### config.mk
export PLATFORM = sky130hd
export DESIGN_NAME = dcache_ctrl_flat
export DESIGN_NICKNAME = d
export VERILOG_FILES = /design/src/rtl/dcache_ctrl_if.sv /design/src/rtl/dcache_ctrl.sv /design/src/flat_wrapper.sv
export SDC_FILE = /design/constraint.sdc
export NUM_CORES = 1
export LEC_CHECK = 0
export ABC_AREA = 1
export CAP_MARGIN = 5
export CORE_AREA = 2 2 353 355
export DETAILED_ROUTE_END_ITERATION = 10
export DIE_AREA = 0 0 355 357
export GPL_TIMING_DRIVEN = 0
export PLACE_DENSITY_LB_ADDON = 0.08
export SETUP_SLACK_MARGIN = 0.02
export SLEW_MARGIN = 20
export SYNTH_ARGS = -nofsm -noshare
export SYNTH_HDL_FRONTEND = slang
export SYNTH_SLANG_ARGS = --single-unit
export TNS_END_PERCENT = 10
### constraint.sdc
create_clock -name clk -period 2.4 [get_ports clk]
set_input_delay 0.36 -clock clk [delete_from_list [all_inputs] [get_ports clk]]
set_output_delay 0.36 -clock clk [all_outputs]
set_load 0.1 [all_outputs]
### src/rtl/dcache_ctrl_if.sv
// Bundle of core-side, array-side and memory-side signals of the data-cache miss controller.
// The master modport is the controller; the slave modport is the core/array/memory environment.
interface dcache_ctrl_if #(
    parameter int ADDR_W   = 32,
    parameter int OFFSET_W = 4,
    parameter int INDEX_W  = 5,
    parameter int BLOCK_W  = 128
);
    localparam int TAG_W = ADDR_W - INDEX_W - OFFSET_W;

    logic                     cpu_req;
    logic                     cpu_wen;
    logic [1:0]               cpu_size;
    logic [ADDR_W-1:0]        cpu_addr;
    logic [31:0]              cpu_wdata;
    logic [31:0]              cpu_rdata;
    logic                     cpu_stall;
    logic                     cpu_misalign;

    logic                     sram_en;
    logic                     sram_wen;
    logic                     sram_memWen;
    logic [BLOCK_W/8-1:0]     sram_bytes;
    logic [TAG_W+INDEX_W-1:0] sram_blockAddr;
    logic [BLOCK_W-1:0]       sram_dataIn;
    logic                     sram_hit;
    logic                     sram_dirty;
    logic [BLOCK_W-1:0]       sram_dataOut;
    logic [TAG_W-1:0]         sram_victim_tag;
    logic [BLOCK_W-1:0]       sram_victim_data;

    logic                     mem_req;
    logic                     mem_wen;
    logic [ADDR_W-1:0]        mem_addr;
    logic [BLOCK_W-1:0]       mem_wdata;
    logic [BLOCK_W-1:0]       mem_rdata;
    logic                     mem_ready;

    logic [15:0]              cnt_hit;
    logic [15:0]              cnt_miss;
    logic [15:0]              cnt_wb;

    modport master (
        input  cpu_req, cpu_wen, cpu_size, cpu_addr, cpu_wdata,
        output cpu_rdata, cpu_stall, cpu_misalign,
        output sram_en, sram_wen, sram_memWen, sram_bytes, sram_blockAddr, sram_dataIn,
        input  sram_hit, sram_dirty, sram_dataOut, sram_victim_tag, sram_victim_data,
        output mem_req, mem_wen, mem_addr, mem_wdata,
        input  mem_rdata, mem_ready,
        output cnt_hit, cnt_miss, cnt_wb
    );

    modport slave (
        output cpu_req, cpu_wen, cpu_size, cpu_addr, cpu_wdata,
        input  cpu_rdata, cpu_stall, cpu_misalign,
        input  sram_en, sram_wen, sram_memWen, sram_bytes, sram_blockAddr, sram_dataIn,
        output sram_hit, sram_dirty, sram_dataOut, sram_victim_tag, sram_victim_data,
        input  mem_req, mem_wen, mem_addr, mem_wdata,
        output mem_rdata, mem_ready,
        input  cnt_hit, cnt_miss, cnt_wb
    );
endinterface

### src/rtl/dcache_ctrl.sv
// Miss-handling controller for the 2-way 1 KB data cache: same-cycle hits, dirty writeback,
// block refill and replay of the held core access.
//   state  | meaning
//   IDLE   | serve hits; detect misses and misaligned accesses
//   WB     | write the captured dirty victim back to memory
//   REFILL | fetch the missing block from memory
//   FILL   | write the refilled block into the array, then replay
module dcache_ctrl #(
    parameter int ADDR_W   = 32,
    parameter int OFFSET_W = 4,
    parameter int INDEX_W  = 5,
    parameter int BLOCK_W  = 128
) (
    input  logic          clk,
    input  logic          rst,
    dcache_ctrl_if.master bus
);
    localparam int TAG_W = ADDR_W - INDEX_W - OFFSET_W;
    localparam int LANES = BLOCK_W / 8;

    typedef enum logic [1:0] {IDLE, WB, REFILL, FILL} state_t;

    state_t             state_q, state_d;
    logic [BLOCK_W-1:0] line_q, line_d;
    logic [TAG_W-1:0]   vtag_q, vtag_d;
    logic               replay_q;
    logic [15:0]        cnt_hit_q, cnt_hit_d;
    logic [15:0]        cnt_miss_q, cnt_miss_d;
    logic [15:0]        cnt_wb_q, cnt_wb_d;

    logic [ADDR_W-OFFSET_W-1:0] blk;
    logic [OFFSET_W-1:0]        off;
    logic                       misaligned;
    logic [LANES-1:0]           lanes;
    logic [BLOCK_W-1:0]         store_data;
    logic [31:0]                load_word;

    assign blk       = bus.cpu_addr[ADDR_W-1:OFFSET_W];
    assign off       = bus.cpu_addr[OFFSET_W-1:0];
    assign load_word = bus.sram_dataOut[{off[3:2], 5'b0} +: 32];

    always_comb begin
        misaligned = 1'b0;
        lanes      = '0;
        store_data = '0;
        case (bus.cpu_size)
            2'd0: begin
                lanes      = LANES'(1) << off;
                store_data = {LANES{bus.cpu_wdata[7:0]}};
            end
            2'd1: begin
                misaligned = off[0];
                lanes      = LANES'(3) << off;
                store_data = {(LANES/2){bus.cpu_wdata[15:0]}};
            end
            2'd2: begin
                misaligned = |off[1:0];
                lanes      = LANES'(15) << {off[3:2], 2'b00};
                store_data = {(LANES/4){bus.cpu_wdata}};
            end
            default: misaligned = 1'b1;
        endcase
    end

    always_comb begin
        state_d    = state_q;
        line_d     = line_q;
        vtag_d     = vtag_q;
        cnt_hit_d  = cnt_hit_q;
        cnt_miss_d = cnt_miss_q;
        cnt_wb_d   = cnt_wb_q;

        bus.cpu_rdata      = '0;
        bus.cpu_stall      = 1'b0;
        bus.cpu_misalign   = 1'b0;
        bus.sram_en        = 1'b0;
        bus.sram_wen       = 1'b0;
        bus.sram_memWen    = 1'b0;
        bus.sram_bytes     = '0;
        bus.sram_blockAddr = '0;
        bus.sram_dataIn    = '0;
        bus.mem_req        = 1'b0;
        bus.mem_wen        = 1'b0;
        bus.mem_addr       = '0;
        bus.mem_wdata      = '0;

        // Outputs are forced quiet while reset is held, whatever the core drives.
        if (rst) begin
            unique case (state_q)
                IDLE: begin
                    if (bus.cpu_req) begin
                        if (misaligned) begin
                            bus.cpu_misalign = 1'b1;
                        end else begin
                            bus.sram_en        = 1'b1;
                            bus.sram_blockAddr = blk;
                            if (bus.sram_hit) begin
                                if (bus.cpu_wen) begin
                                    bus.sram_wen    = 1'b1;
                                    bus.sram_bytes  = lanes;
                                    bus.sram_dataIn = store_data;
                                end else begin
                                    bus.cpu_rdata = load_word;
                                end
                                // The replayed access was already counted as a miss.
                                if (!replay_q) cnt_hit_d = cnt_hit_q + 16'd1;
                            end else begin
                                bus.cpu_stall = 1'b1;
                                if (!replay_q) cnt_miss_d = cnt_miss_q + 16'd1;
                                if (bus.sram_dirty) begin
                                    vtag_d  = bus.sram_victim_tag;
                                    line_d  = bus.sram_victim_data;
                                    state_d = WB;
                                end else begin
                                    state_d = REFILL;
                                end
                            end
                        end
                    end
                end
                WB: begin
                    bus.cpu_stall = 1'b1;
                    bus.mem_req   = 1'b1;
                    bus.mem_wen   = 1'b1;
                    bus.mem_addr  = {vtag_q, blk[INDEX_W-1:0], {OFFSET_W{1'b0}}};
                    bus.mem_wdata = line_q;
                    if (bus.mem_ready) begin
                        cnt_wb_d = cnt_wb_q + 16'd1;
                        state_d  = REFILL;
                    end
                end
                REFILL: begin
                    bus.cpu_stall = 1'b1;
                    bus.mem_req   = 1'b1;
                    bus.mem_addr  = {blk, {OFFSET_W{1'b0}}};
                    if (bus.mem_ready) begin
                        line_d  = bus.mem_rdata;
                        state_d = FILL;
                    end
                end
                FILL: begin
                    bus.cpu_stall      = 1'b1;
                    bus.sram_en        = 1'b1;
                    bus.sram_wen       = 1'b1;
                    bus.sram_memWen    = 1'b1;
                    bus.sram_bytes     = '1;
                    bus.sram_blockAddr = blk;
                    bus.sram_dataIn    = line_q;
                    state_d            = IDLE;
                end
            endcase
        end
    end

    always_ff @(posedge clk or negedge rst) begin
        if (!rst) begin
            state_q    <= IDLE;
            line_q     <= '0;
            vtag_q     <= '0;
            replay_q   <= 1'b0;
            cnt_hit_q  <= '0;
            cnt_miss_q <= '0;
            cnt_wb_q   <= '0;
        end else begin
            state_q    <= state_d;
            line_q     <= line_d;
            vtag_q     <= vtag_d;
            replay_q   <= (state_q == FILL);
            cnt_hit_q  <= cnt_hit_d;
            cnt_miss_q <= cnt_miss_d;
            cnt_wb_q   <= cnt_wb_d;
        end
    end

    assign bus.cnt_hit  = cnt_hit_q;
    assign bus.cnt_miss = cnt_miss_q;
    assign bus.cnt_wb   = cnt_wb_q;
endmodule

### src/flat_wrapper.sv
// flat-port wrapper written by rule: the top's interface ports become plain ports
module dcache_ctrl_flat 
#(
    parameter int ADDR_W   = 32,
    parameter int OFFSET_W = 4,
    parameter int INDEX_W  = 5,
    parameter int BLOCK_W  = 128
)
  (clk, rst, bus_cpu_req, bus_cpu_wen, bus_cpu_size, bus_cpu_addr, bus_cpu_wdata, bus_cpu_rdata, bus_cpu_stall, bus_cpu_misalign, bus_sram_en, bus_sram_wen, bus_sram_memWen, bus_sram_bytes, bus_sram_blockAddr, bus_sram_dataIn, bus_sram_hit, bus_sram_dirty, bus_sram_dataOut, bus_sram_victim_tag, bus_sram_victim_data, bus_mem_req, bus_mem_wen, bus_mem_addr, bus_mem_wdata, bus_mem_rdata, bus_mem_ready, bus_cnt_hit, bus_cnt_miss, bus_cnt_wb);
  dcache_ctrl_if #(.ADDR_W(ADDR_W), .OFFSET_W(OFFSET_W), .INDEX_W(INDEX_W), .BLOCK_W(BLOCK_W)) bus_i ();
  input  logic clk;
  input  logic rst;
  input wire logic [$bits(bus_i.cpu_req)-1:0] bus_cpu_req;
  input wire logic [$bits(bus_i.cpu_wen)-1:0] bus_cpu_wen;
  input wire logic [$bits(bus_i.cpu_size)-1:0] bus_cpu_size;
  input wire logic [$bits(bus_i.cpu_addr)-1:0] bus_cpu_addr;
  input wire logic [$bits(bus_i.cpu_wdata)-1:0] bus_cpu_wdata;
  output wire logic [$bits(bus_i.cpu_rdata)-1:0] bus_cpu_rdata;
  output wire logic [$bits(bus_i.cpu_stall)-1:0] bus_cpu_stall;
  output wire logic [$bits(bus_i.cpu_misalign)-1:0] bus_cpu_misalign;
  output wire logic [$bits(bus_i.sram_en)-1:0] bus_sram_en;
  output wire logic [$bits(bus_i.sram_wen)-1:0] bus_sram_wen;
  output wire logic [$bits(bus_i.sram_memWen)-1:0] bus_sram_memWen;
  output wire logic [$bits(bus_i.sram_bytes)-1:0] bus_sram_bytes;
  output wire logic [$bits(bus_i.sram_blockAddr)-1:0] bus_sram_blockAddr;
  output wire logic [$bits(bus_i.sram_dataIn)-1:0] bus_sram_dataIn;
  input wire logic [$bits(bus_i.sram_hit)-1:0] bus_sram_hit;
  input wire logic [$bits(bus_i.sram_dirty)-1:0] bus_sram_dirty;
  input wire logic [$bits(bus_i.sram_dataOut)-1:0] bus_sram_dataOut;
  input wire logic [$bits(bus_i.sram_victim_tag)-1:0] bus_sram_victim_tag;
  input wire logic [$bits(bus_i.sram_victim_data)-1:0] bus_sram_victim_data;
  output wire logic [$bits(bus_i.mem_req)-1:0] bus_mem_req;
  output wire logic [$bits(bus_i.mem_wen)-1:0] bus_mem_wen;
  output wire logic [$bits(bus_i.mem_addr)-1:0] bus_mem_addr;
  output wire logic [$bits(bus_i.mem_wdata)-1:0] bus_mem_wdata;
  input wire logic [$bits(bus_i.mem_rdata)-1:0] bus_mem_rdata;
  input wire logic [$bits(bus_i.mem_ready)-1:0] bus_mem_ready;
  output wire logic [$bits(bus_i.cnt_hit)-1:0] bus_cnt_hit;
  output wire logic [$bits(bus_i.cnt_miss)-1:0] bus_cnt_miss;
  output wire logic [$bits(bus_i.cnt_wb)-1:0] bus_cnt_wb;
  assign bus_i.cpu_req = bus_cpu_req;
  assign bus_i.cpu_wen = bus_cpu_wen;
  assign bus_i.cpu_size = bus_cpu_size;
  assign bus_i.cpu_addr = bus_cpu_addr;
  assign bus_i.cpu_wdata = bus_cpu_wdata;
  assign bus_cpu_rdata = bus_i.cpu_rdata;
  assign bus_cpu_stall = bus_i.cpu_stall;
  assign bus_cpu_misalign = bus_i.cpu_misalign;
  assign bus_sram_en = bus_i.sram_en;
  assign bus_sram_wen = bus_i.sram_wen;
  assign bus_sram_memWen = bus_i.sram_memWen;
  assign bus_sram_bytes = bus_i.sram_bytes;
  assign bus_sram_blockAddr = bus_i.sram_blockAddr;
  assign bus_sram_dataIn = bus_i.sram_dataIn;
  assign bus_i.sram_hit = bus_sram_hit;
  assign bus_i.sram_dirty = bus_sram_dirty;
  assign bus_i.sram_dataOut = bus_sram_dataOut;
  assign bus_i.sram_victim_tag = bus_sram_victim_tag;
  assign bus_i.sram_victim_data = bus_sram_victim_data;
  assign bus_mem_req = bus_i.mem_req;
  assign bus_mem_wen = bus_i.mem_wen;
  assign bus_mem_addr = bus_i.mem_addr;
  assign bus_mem_wdata = bus_i.mem_wdata;
  assign bus_i.mem_rdata = bus_mem_rdata;
  assign bus_i.mem_ready = bus_mem_ready;
  assign bus_cnt_hit = bus_i.cnt_hit;
  assign bus_cnt_miss = bus_i.cnt_miss;
  assign bus_cnt_wb = bus_i.cnt_wb;
  dcache_ctrl #(.ADDR_W(ADDR_W), .OFFSET_W(OFFSET_W), .INDEX_W(INDEX_W), .BLOCK_W(BLOCK_W)) u_core (.clk(clk), .rst(rst), .bus(bus_i));
endmodule
Yosys cells after proc, flatten, opt, wreduce, memory -nomap -nowiden
Index checks and enable logic that the tools add are counted.

Output and inout port bits: 419. Logic and storage cells: 107. Register bits: 202.

Shift-type cells: 4. Multiplexer cells: 67. Eq/ne operators: 11. Add/subtract/negate cells: 3. Bitwise operators: 3. Reductions and logical operators: 12.

Operators with widths (count): 2-to-1 mux 128 bit (12); case mux 128 bit (2 select lines) (2); case mux 128 bit (3 select lines) (1); 2-to-1 mux 32 bit (7); variable part select 128 x 8 -> 32 bit (1); 2-to-1 mux 28 bit (3); 2-to-1 mux 16 bit (5); case mux 32 bit (2 select lines) (1); case mux 28 bit (2 select lines) (1); adder 16 x 1 -> 16 bit (second input constant) (3); case mux 16 bit (3 select lines) (1); case mux 16 bit (2 select lines) (1); AND reduction 6 bit (4); 2-to-1 mux 1 bit (22); left shift 1 x 4 -> 16 bit (first input constant) (1); left shift 2 x 4 -> 16 bit (first input constant) (1); left shift 4 x 4 -> 16 bit (first input constant) (1); 2-to-1 mux 2 bit (6); != test 2 bit (second input constant) (6); case mux 2 bit (4 select lines) (1); AND reduction 7 bit (1); equality test 2 bit (second input constant) (3); case mux 1 bit (2 select lines) (3); equality test 2 x 1 -> 1 bit (second input constant) (2); other kinds (7) (11).

Longest topological paths before layout
Depth after elaboration: 8. Depth in mapped cells: 12.

Worst setup path before layout
Ideal clock, no wire load.

Path kind: register -> output. Start point: reg u_core.state_q[0]. End point: out bus_mem_addr[4]. Slack: -1.171 ns. Cell stages (with the launch flop): 7. Path buffers: 2. Data arrival time: 3.211 ns. Path through: dfrtp_1 inv_1 ha_1 buf_2 buf_1 nor2_1 nor3_1.

Longest elaborated chain between the ends: 3. Elaborated cells on any way between the ends: 4.

RTL lines: start, declared (RTL line dcache_ctrl.sv:23) `state_t state_q, state_d;`; start signal, assigned (RTL line dcache_ctrl.sv:165) `state_q <= state_d;`; equality test 2 bit / equality test 2 x 1 -> 1 bit (equally long branches) (RTL line dcache_ctrl.sv:89) `unique case (state_q)`; case mux 32 bit (2 select lines) * (RTL line dcache_ctrl.sv:89); 2-to-1 mux 32 bit * (RTL line dcache_ctrl.sv:88) `if (rst) begin`; end, declared (RTL line flat_wrapper.sv:34) `output wire logic [$bits(bus_i.mem_addr)-1:0] bus_mem_addr;`.

Mark *: on every way between the ends. The rest lies on a longest branch, timed or not.

Final worst setup path
Start point: in bus_cpu_addr[3]. End point: out bus_cpu_rdata[13].

Longest elaborated chain between the ends: 7.

RTL lines: start, declared (RTL line flat_wrapper.sv:16) `input wire logic [$bits(bus_i.cpu_addr)-1:0] bus_cpu_addr;`; variable part select 128 x 8 -> 32 bit (RTL line dcache_ctrl.sv:40) `assign load_word = bus.sram_dataOut[{off[3:2], 5'b0} +: 32];`; 2-to-1 mux 32 bit (RTL line dcache_ctrl.sv:98) `if (bus.cpu_wen) begin`; 2-to-1 mux 32 bit (RTL line dcache_ctrl.sv:97) `if (bus.sram_hit) begin`; 2-to-1 mux 32 bit (RTL line dcache_ctrl.sv:92) `if (misaligned) begin`; 2-to-1 mux 32 bit (RTL line dcache_ctrl.sv:91) `if (bus.cpu_req) begin`; 2-to-1 mux 32 bit (RTL line dcache_ctrl.sv:89); 2-to-1 mux 32 bit (RTL line dcache_ctrl.sv:88); end, declared (RTL line flat_wrapper.sv:18) `output wire logic [$bits(bus_i.cpu_rdata)-1:0] bus_cpu_rdata;`.

Every way passes these cells.

==> summary.md <==
| Metric | Value |
|---|---|
| Register share of total power | 19.3% |
| Total track usage | 20.9% |
| Final Hold Viols | 0 |
| H-tree Lvls | 1 |
| Largest area contributor in the netlist | dfrtp_1 |
| Die X-Extent | about 360 um |
| Clock Power Share | 15.1% |
| Share of layout cells above drive strength 1 | 24.1% |
| #FFs+latches synth | 202 |
| Overflow after GRT | 0 |
| Global placement routability congestion | 0.857 |
| R2R Path Start | u_core.state_q[1] |
| Initial antenna violation count | 32 |
| Worst Setup SP | bus_cpu_addr[3] |
| Status | finished, violations left |
| Die ar. | 127,000 sq um |
| Area Overhead vs Synth | 108% |
| Clock Pin Slew Worst Setup and Hold Paths | 0.05 ns |
| Fin crit share | 122% |
| Initial Util | 12.6% |
| Layout fillers | 13,800 |
| Crit Reg-Reg Endpoint | u_core.line_q[37] |
| Clock sink count | 202 |
| Layout Nets | just over 4,000 |
| CTS tree | built |
| Comb pwr share | 65.6% |
| Top post-synthesis cells by count | nand2_1 (1,118), nor2_1 (252), inv_1 (228) |
| Drt first pass iters | 5 |
| # setup viols final | 534 |
| Final Max Tran Viols | 0 |
| Startpoint Class | input port |
| Critical path class | in -> out |
| Syn. warnings | 0 |
| Clock period minus worst slack | 2.93 ns |
| Psw | 17.1 mW |
| WL/cell | 26.1 um |
| Port bufs | just under 900 |
| Failing checks | setup timing |
| Worst slew margin | approximately a quarter |
| # IOs | 899 |
| Cell variety after synth | 30 |
| Pwr dens | ~950 nW/um^2 |
| Total Power | between 30 and 40 mW |
| Critical path endpoint category | primary output |
| Layout Utilization | 26.2% |
| Worst-case reg-to-reg path depth | 11 |
| Post-synthesis sequential area ratio | 32.6% |
| First-pass GRT wire length | around 180 mm |
| Worst-skew pair later-pin latency | around 0.62 ns |
| DRC | 0 |
| # rows | around 130 |
| Chip height | 357 um |
| Via Count | about 22,000 |
| Total CTS buffers | 30 |
| Setup ws final | -0.526 ns |
| Worst slew pin tran | roughly 1.1 ns |
| Longest Clk Path Bufs | 3 |
| Total core area | 123,000 sq um |
| Top cells by area, synth | dfrtp_1 (33%), nand2_1 (27%), nand4_1 (7.0%) |
| Post-Syn Area | roughly 16,000 sq um |
| Async set-reset flop share out of synthesis | 100% |
| EDFF count, synth | 0 |
| Critical-path maximum fanout | 10 |
| Synth top area share | about a third |
| Ys flop type | dfrtp_1 |
| RSZ-0062 raised after global routing | yes |
| Critical path arrival | 2.57 ns |
| ANT nets after route | 0 |
| Most common cell in the synthesized netlist | nand2_1 |
| Iter 0 DRT Violations | 1,183 |
| Vias per cell | approximately 4 |
| Switching share of power | 55.7% |
| Synth Instances | 2,603 |
| Hpwl dp | 111 mm |
| R2R setup slack | -0.44 ns |
| Pint | 13.6 mW |
| Worst EP required | 2.04 ns |
| Leakage | around 14 nW |
| Worst vdd rail ir drop | 585 uV |
| Clk root buf | clkbuf_16 |
| Setup Skew | 0.0334 ns |
| Vias in the first global route | 21,500 |
| Max_cap viols | 0 |
| Largest net degree at the start of global routing | 74 |
| Total wire length | roughly 140 mm |
| Hold/Removal Path Class | in -> async |
| Placement Setup Slack | -2.73 ns |
| Syn avg cell area | 5.96 sq um |
| Fmax | 342 MHz |
-- per-layer routing --
| metal | global-route usage, % | vias to the layer above | share of wire (%) |
|---|---|---|---|
| met4 | 3.90 | 18 | 2.3 |
| met3 | 4.85 | 118 | 6.1 |
| met2 | 35.1 | 610 | 47 |
| met5 | 0 | - | 0.085 |
| li1 | - | 10400 | - |
| met1 | 27.4 | 10400 | 44 |
-- power groups by stage --
stage | combinational, mW | sequential, mW | clock (mW)
after floorplan | 9.61 | 6.23 | 0
after global placement | 16.6 | 5.97 | 0
after detailed placement | 16.6 | 5.94 | 0
after CTS | 18.7 | 5.91 | 4.83
after global routing | 21.4 | 6.11 | 4.95
final | 20.1 | 5.92 | 4.62
-- layout make-up --
class	count	area (sq um)	share of cell area, %
Sequential cell	202	5060	15.7
Clock buffer	48	890	2.76
Clock inverter	6	80.1	0.248
Multi-Input combinational cell	1977	10200	31.7
Timing Repair Buffer	1018	11500	35.7
Buffer	195	1570	4.85
Antenna cell	8	20.0	0.0620
Inverter	231	881	2.73
Tap cell	1637	2050	6.35
-- state kept, by name, summed over array words and instances, names as in the netlist --
signal and flops:
u_core.replay_q 1, u_core.bus.cnt_wb 16, u_core.bus.cnt_miss 16, u_core.state_q 2, u_core.vtag_q 23, u_core.line_q 128
u_core.bus.cnt_hit 16
-- cells by family after synthesis --
kind of cell	share of synthesized area, %
buffers and inverters	11.2
other	0.0242
adder cells (fa/ha/maj)	0.565
XOR/XNOR	1.58
AO/OA/AOI/OAI	7.92
AND/OR/NAND/NOR	46.2
flip-flops	32.6
-- worst max-delay path, cell delays in order --
cell,delay [ns]
clkdlybuf4s50_1,0.52
inv_2,0.19
clkbuf_1,0.50
nand3_1,0.13
nand2_1,0.15
a221oi_1,0.11
nor2_1,0.15
buf_2,0.44
-- worst max path at each step --
stage	slack [ns]	endpoint	cells past startpoint
floorplan	-0.84	bus_sram_dataIn[100]	6
global placement	-12.85	bus_sram_dataIn[8]	8
detailed placement	-2.73	bus_sram_dataIn[17]	10
CTS	-0.91	bus_mem_addr[7]	7
global route	-0.63	bus_sram_dataIn[1]	10
finish	-0.53	bus_cpu_rdata[13]	8
-- placed cells by master, fill, tap and decap left out, drive strengths merged, types with 8 or more instances in the layout --
master         Yosys  final
diode              0      8
inv              231    230
nor3              13     13
nand4            174    174
nor2             257    257
o21ai             22     22
clkbuf           113    220
buf               83    506
dfrtp            202    202
xor2              11     11
nand2           1121   1121
xnor2             17     17
a221oi            32     32
a21oi            158    158
nand3            155    155
clkdlybuf4s50      0    521
-- repair_timing --
item | CTS | global route
hold buffers | 10 | 0
endpoints found under the setup margin | 546 | 550
pin swaps | 39 | 17
cloned | 16 | 5
resized for setup | 2389 | 919
hold endpoints to repair | 69 | 0
buffers inserted | 70 | 20
-- stage by stage --
step	hold slack, ns	TNS (ns)	cells	area (sq um)
6_report	0.0290	-164.01	5322	32300
4_1_cts	0.0116	-277.67	5289	30000
5_1_grt	0.0190	-228.35	5315	32300
2_1_floorplan	0.0644	-210.76	2606	15600
3_3_place_gp	0.460	-8514.17	5136	26600
3_5_place_dp	0.312	-827.23	5140	26700
(Power assumes the default switching activity.)
